[src/rtl/dma_loopback_arbiter.sv]
// dma_loopback_arbiter
//   Round-robin arbiter that lets NCH AXI-Stream requester channels take
//   turns driving one shared stream into a loopback tester. Ownership is
//   packet-granular: once a channel is granted, it keeps the stream until
//   its tlast beat has been accepted.
//
// Ports
//   tester_clk, tester_resetn : clock (rising edge), async active-low reset
//   arb_en                    : allow new arbitration picks
//   ch_mask[NCH]              : per-channel grant enable
//   s_tvalid/s_tready/s_tdata/s_tkeep/s_tlast : packed per-channel slave streams
//   m_tvalid/m_tready/m_tdata/m_tkeep/m_tlast/m_tdest : shared master stream
//   grant[NCH]                : one-hot current owner, zero when idle
//   pkt_done                  : one-cycle pulse after each completed packet
//   pkt_cnt[16]               : wrapping count of completed packets
module dma_loopback_arbiter #(
  parameter int DW  = 32,
  parameter int NCH = 4
) (
  input  logic                  tester_clk,
  input  logic                  tester_resetn,
  input  logic                  arb_en,
  input  logic [NCH-1:0]        ch_mask,
  input  logic [NCH-1:0]        s_tvalid,
  output logic [NCH-1:0]        s_tready,
  input  logic [NCH*DW-1:0]     s_tdata,
  input  logic [NCH*DW/8-1:0]   s_tkeep,
  input  logic [NCH-1:0]        s_tlast,
  output logic                  m_tvalid,
  input  logic                  m_tready,
  output logic [DW-1:0]         m_tdata,
  output logic [DW/8-1:0]       m_tkeep,
  output logic                  m_tlast,
  output logic [3:0]            m_tdest,
  output logic [NCH-1:0]        grant,
  output logic                  pkt_done,
  output logic [15:0]           pkt_cnt
);

  localparam int IW = (NCH > 1) ? $clog2(NCH) : 1;

  typedef enum logic {
    IDLE = 1'b0,
    BUSY = 1'b1
  } state_t;

  state_t          state_q, state_d;
  logic [NCH-1:0]  grant_q, grant_d;
  logic [IW-1:0]   gidx_q, gidx_d;
  logic [IW-1:0]   last_q, last_d;
  logic            pkt_done_q, pkt_done_d;
  logic [15:0]     pkt_cnt_q, pkt_cnt_d;

  logic [NCH-1:0]  req;
  logic            pick_vld;
  logic [IW-1:0]   pick_idx;
  logic [IW-1:0]   cand_idx;
  int unsigned     cand;

  logic            sel_valid;
  logic [DW-1:0]   sel_data;
  logic [DW/8-1:0] sel_keep;
  logic            sel_last;
  logic            busy;
  logic            end_beat;

  // Round-robin search: first requesting channel starting one past the
  // previous owner, wrapping around.
  always_comb begin
    req      = s_tvalid & ch_mask;
    pick_vld = 1'b0;
    pick_idx = '0;
    cand     = 0;
    cand_idx = '0;
    for (int unsigned k = 0; k < NCH; k++) begin
      cand     = (32'(last_q) + 32'd1 + k) % NCH;
      cand_idx = IW'(cand);
      if (!pick_vld && req[cand_idx]) begin
        pick_vld = 1'b1;
        pick_idx = cand_idx;
      end
    end
  end

  // Granted-channel select.
  always_comb begin
    sel_valid = 1'b0;
    sel_data  = '0;
    sel_keep  = '0;
    sel_last  = 1'b0;
    for (int unsigned i = 0; i < NCH; i++) begin
      if (gidx_q == IW'(i)) begin
        sel_valid = s_tvalid[i];
        sel_data  = s_tdata[i*DW +: DW];
        sel_keep  = s_tkeep[i*(DW/8) +: DW/8];
        sel_last  = s_tlast[i];
      end
    end
  end

  assign busy     = (state_q == BUSY);
  assign m_tvalid = busy & sel_valid;
  assign m_tdata  = busy ? sel_data : '0;
  assign m_tkeep  = busy ? sel_keep : '0;
  assign m_tlast  = busy & sel_last;
  assign s_tready = busy ? (NCH'(m_tready) << gidx_q) : '0;
  assign end_beat = m_tvalid & m_tready & m_tlast;

  assign grant    = grant_q;
  assign m_tdest  = 4'(gidx_q);
  assign pkt_done = pkt_done_q;
  assign pkt_cnt  = pkt_cnt_q;

  // Next-state: arb_en and ch_mask only matter for the IDLE pick, so an
  // in-flight packet is unaffected by either.
  always_comb begin
    state_d    = state_q;
    grant_d    = grant_q;
    gidx_d     = gidx_q;
    last_d     = last_q;
    pkt_done_d = 1'b0;
    pkt_cnt_d  = pkt_cnt_q;
    case (state_q)
      IDLE: begin
        if (arb_en && pick_vld) begin
          state_d = BUSY;
          grant_d = NCH'(1) << pick_idx;
          gidx_d  = pick_idx;
        end
      end
      BUSY: begin
        if (end_beat) begin
          state_d    = IDLE;
          grant_d    = '0;
          last_d     = gidx_q;
          pkt_done_d = 1'b1;
          pkt_cnt_d  = pkt_cnt_q + 16'd1;
        end
      end
      default: begin
        state_d = IDLE;
        grant_d = '0;
      end
    endcase
  end

  always_ff @(posedge tester_clk or negedge tester_resetn) begin
    if (!tester_resetn) begin
      state_q    <= IDLE;
      grant_q    <= '0;
      gidx_q     <= '0;
      last_q     <= IW'(NCH - 1);
      pkt_done_q <= 1'b0;
      pkt_cnt_q  <= '0;
    end else begin
      state_q    <= state_d;
      grant_q    <= grant_d;
      gidx_q     <= gidx_d;
      last_q     <= last_d;
      pkt_done_q <= pkt_done_d;
      pkt_cnt_q  <= pkt_cnt_d;
    end
  end

endmodule

[config.mk]
export PLATFORM = sky130hd
export DESIGN_NAME = dma_loopback_arbiter
export DESIGN_NICKNAME = d
export VERILOG_FILES = /design/src/rtl/dma_loopback_arbiter.sv
export SDC_FILE = /design/constraint.sdc
export NUM_CORES = 1
export LEC_CHECK = 0
export BUFFER_PORTS_ARGS = -buffer_cell sky130_fd_sc_hd__buf_2
export CORE_MARGIN = 4
export CORE_UTILIZATION = 39
export DETAILED_ROUTE_END_ITERATION = 7
export PLACE_DENSITY = 0.86
export REMOVE_ABC_BUFFERS = 1
export SLEW_MARGIN = 10
export SYNTH_ARGS = -nofsm -noshare
export SYNTH_HDL_FRONTEND = slang
export SYNTH_SLANG_ARGS = --single-unit
[constraint.sdc]
create_clock -name tester_clk -period 3.1 [get_ports tester_clk]
set_input_delay 0.93 -clock tester_clk [delete_from_list [all_inputs] [get_ports tester_clk]]
set_output_delay 0.93 -clock tester_clk [all_outputs]
set_load 0.01 [all_outputs]
==> flow_metrics.env <==
export IMPL_status="completed"
export IMPL_report_final_hold_viol_count=0
export IMPL_io_buffers=224
export IMPL_drt_wl_total_um=10900
export IMPL_report_final_slew_viol_count=0
export IMPL_crit_required_ns=2.17
export IMPL_viasPerCell=5.50
export IMPL_syn_cell_area_mm2=0.00258
export IMPL_synthCells=226
export IMPL_initial_core_util_pct=40.4
export IMPL_worst_path_largest_cell_delay_ns=0.69
export IMPL_crit_chain="buf_4, mux4_2, and2_1, buf_2"
export IMPL_slowest_stage="dfrtp_2"
export IMPL_setup_violations=0
export IMPL_synth_xor_area_share_pct=5.10
export IMPL_vias=2872
export IMPL_synthTopCellsByArea="mux4_2 (31%), dfrtp_1 (23%), and2_1 (9.0%)"
export IMPL_h_tree_depth=1
export IMPL_ant_nets=0
export IMPL_die_w_um=89.3
export IMPL_dp_hpwl_um=9350
export IMPL_slew_headroom_pct=55.6
export IMPL_synth_compound_area_share_pct=11.3
export IMPL_cts_resized=0
export IMPL_synth_simple_area_share_pct=18.8
export IMPL_cts_hold_buf=0
export IMPL_holdCritPathClass="reg -> reg"
export IMPL_min_path_cells=1
export IMPL_numCtsBuffers=3
export IMPL_async_flop_share_pct=100
export IMPL_r2r_cells=5
export IMPL_r2r_slack_ns=0.62
export IMPL_cts_setup_buffers=0
export IMPL_power_density_mw_per_mm2=737
export IMPL_cp_start_kind="flip-flop"
export IMPL_synthTopCellsByCount="and2_1 (37), mux4_2 (36), dfrtp_1 (24)"
export IMPL_io_pins=227
export IMPL_core_area_mm2=0.00639
export IMPL_fin_skew_ns=0.00609
export IMPL_yosysUniqueCellTypes=42
export IMPL_dpl_worst_slack_ns=0.332
export IMPL_syn_avg_cell_area_um2=11.4
export IMPL_grt_pass1_wl_um=15300
export IMPL_fill_cells=586
export IMPL_ir_worst_vdd_mv=0.552
export IMPL_synthAdderAreaFrac_pct=0.485
export IMPL_layout_nets=604
export IMPL_die_h_um=89.3
export IMPL_crit_fanout=23
export IMPL_drc=0
export IMPL_grt_max_degree=27
export IMPL_synth_top_family_by_area="multiplexers"
export IMPL_drt_iter0_drc=81
export IMPL_maxCapViolations=0
export IMPL_ys_flop_type="dfrtp_1"
export IMPL_yosysWarnings=0
export IMPL_die_area_mm2=0.00797
export IMPL_fin_cells=522
export IMPL_placed_cells=515
export IMPL_ys_seq_elements=26
export IMPL_tightest_slew_ns=0.665
export IMPL_synth_most_common_cell="and2_1"
export IMPL_seq_area_frac_synth_pct=25.3
export IMPL_min_to="pkt_cnt[15]$_DFFE_PN0P_"
export IMPL_grt_overflow=0
export IMPL_period_minus_slack_ns=2.94
export IMPL_grt_antenna_before_repair=3
export IMPL_synth_edf_count=0
export IMPL_worst_slack_ns=0.162
export IMPL_arrival_ns=2.01
export IMPL_clock_latency_ns=0.27
export IMPL_drive_gt1_share_pct=64.5
export IMPL_timing_final_crit_share_pct=94.8
export IMPL_critPathKind="reg -> out"
export IMPL_fmax_mhz=340
export IMPL_rr_startpoint="busy$_DFF_PN0_"
export IMPL_place_congestion=0.970
export IMPL_wl_per_cell_um=20.8
export IMPL_hold_start="pkt_cnt[15]$_DFFE_PN0P_"
export IMPL_clkTransAtPathRegs_ns=0.09
export IMPL_cts_buffer_depth=2
export IMPL_grt_pass1_vias=2929
export IMPL_synthMuxAreaShare_pct=34.0
export IMPL_area_growth_pct=48.7
export IMPL_fp_row_count=29
export IMPL_netlist_area_leader_share_pct=31.5
export IMPL_setup_worst_path_end_class="primary output"
export IMPL_finalPower_mw=2.83
export IMPL_yosysTopAreaCell="mux4_2"
export IMPL_clock_sinks=26
export IMPL_grtUsageTotal_pct=25.9
export IMPL_cts_root_buf="clkbuf_8"
export IMPL_rsz0062_at_grt="false"
export IMPL_r2r_end="pkt_cnt[1]$_DFFE_PN0P_"
export IMPL_drt_pass1_iterations=4
export IMPL_cts_tree="built"
export IMPL_power_leakage_nw=1.97
-- final cells by class --
class                      instances  area (um^2)  share of cell area (%)
multi-input combinational        177         1800                    47.1
sequential                        26          656                    17.1
antenna                            3         7.51                   0.196
timing repair buffer             231         1200                    31.3
inverter                           4         15.0                   0.392
clock buffer                       4         55.1                    1.44
tap                               77         96.3                    2.51
-- cell usage in the layout, fill, tap and decap left out, types with 2 or more instances in the layout --
cell type,count
buf_2,224
and2_1,37
mux4_2,36
dfrtp_1,22
nand2_1,19
xor2_1,13
nand3_1,11
a21oi_1,6
buf_4,5
nor2_1,4
and3_1,4
inv_1,4
mux2_2,4
a211oi_1,4
o32ai_1,4
clkbuf_8,4
diode_2,3
o21ai_0,3
nand4_1,3
a2111oi_4,3
and4_1,2
xnor2_1,2
a221oi_1,2
a22o_1,2
a221o_1,2
conb_1,2
dfrtp_2,2
dfstp_2,2
buf_12,2
-- critical path: cells and delay by family (launching register included) --
family,cells,cell delay (ns)
buf+inv,2,0.53
flops,1,0.69
mux,1,0.35
simple gates,1,0.17
-- kinds of logic after synthesis --
logic type	count (synthesis)
and+or+nand+nor	86
muxes	42
AOI/OAI and AO/OA	31
DFF	26
buffers and inverters	24
xor gates and xnor gates	15
adders and majority gates	1
other	1
-- report_power, final --
group          total [mW]  switching (mW)  internal, mW  leakage (nW)
Clock               0.222           0.109         0.114        0.0288
Sequential          0.638           0.204         0.435         0.330
Combinational        1.96           0.905          1.06          1.61
Total                2.83            1.22          1.61          1.97
-- how the worst max path moves through the flow --
stage / startpoint / endpoint / depth (start not counted)
floorplan: gidx_q[0]$_DFFE_PN0P_ / pkt_cnt[1]$_DFFE_PN0P_ / 4
global placement: s_tdata[4] / m_tdata[4] / 4
detailed placement: s_tdata[4] / m_tdata[4] / 4
CTS: gidx_q[1]$_DFFE_PN0P_ / m_tdata[23] / 4
global route: gidx_q[1]$_DFFE_PN0P_ / m_tdata[13] / 4
finish: gidx_q[1]$_DFFE_PN0P_ / m_tdata[23] / 4
-- routing by layer --
layer	wire length [um]	vias up	track usage, %
met5	13	-	0
met2	5640	143	46.3
met4	322	2	9.47
met3	979	24	7.56
li1	-	1301	-
met1	3900	1402	29.3
-- registers in the layout, summed over array words and instances, names as in the netlist --
register,cells
pkt_done,1
pkt_cnt,16
last_q,2
gidx_q,2
grant,4
busy,1
-- stage by stage --
stage | util [%] | hold WS [ns] | setup TNS, ns | cell area, um^2
6_report | 60.0 | 0.473 | 0 | 3830
3_3_place_gp | 59.0 | 0.457 | 0 | 3770
2_1_floorplan | - | 0.487 | -20.90 | 2470
3_5_place_dp | 59.0 | 0.472 | 0 | 3770
4_1_cts | 59.9 | 0.484 | 0 | 3820
5_1_grt | 60.0 | 0.522 | 0 | 3830
(Power assumes the default switching activity.)
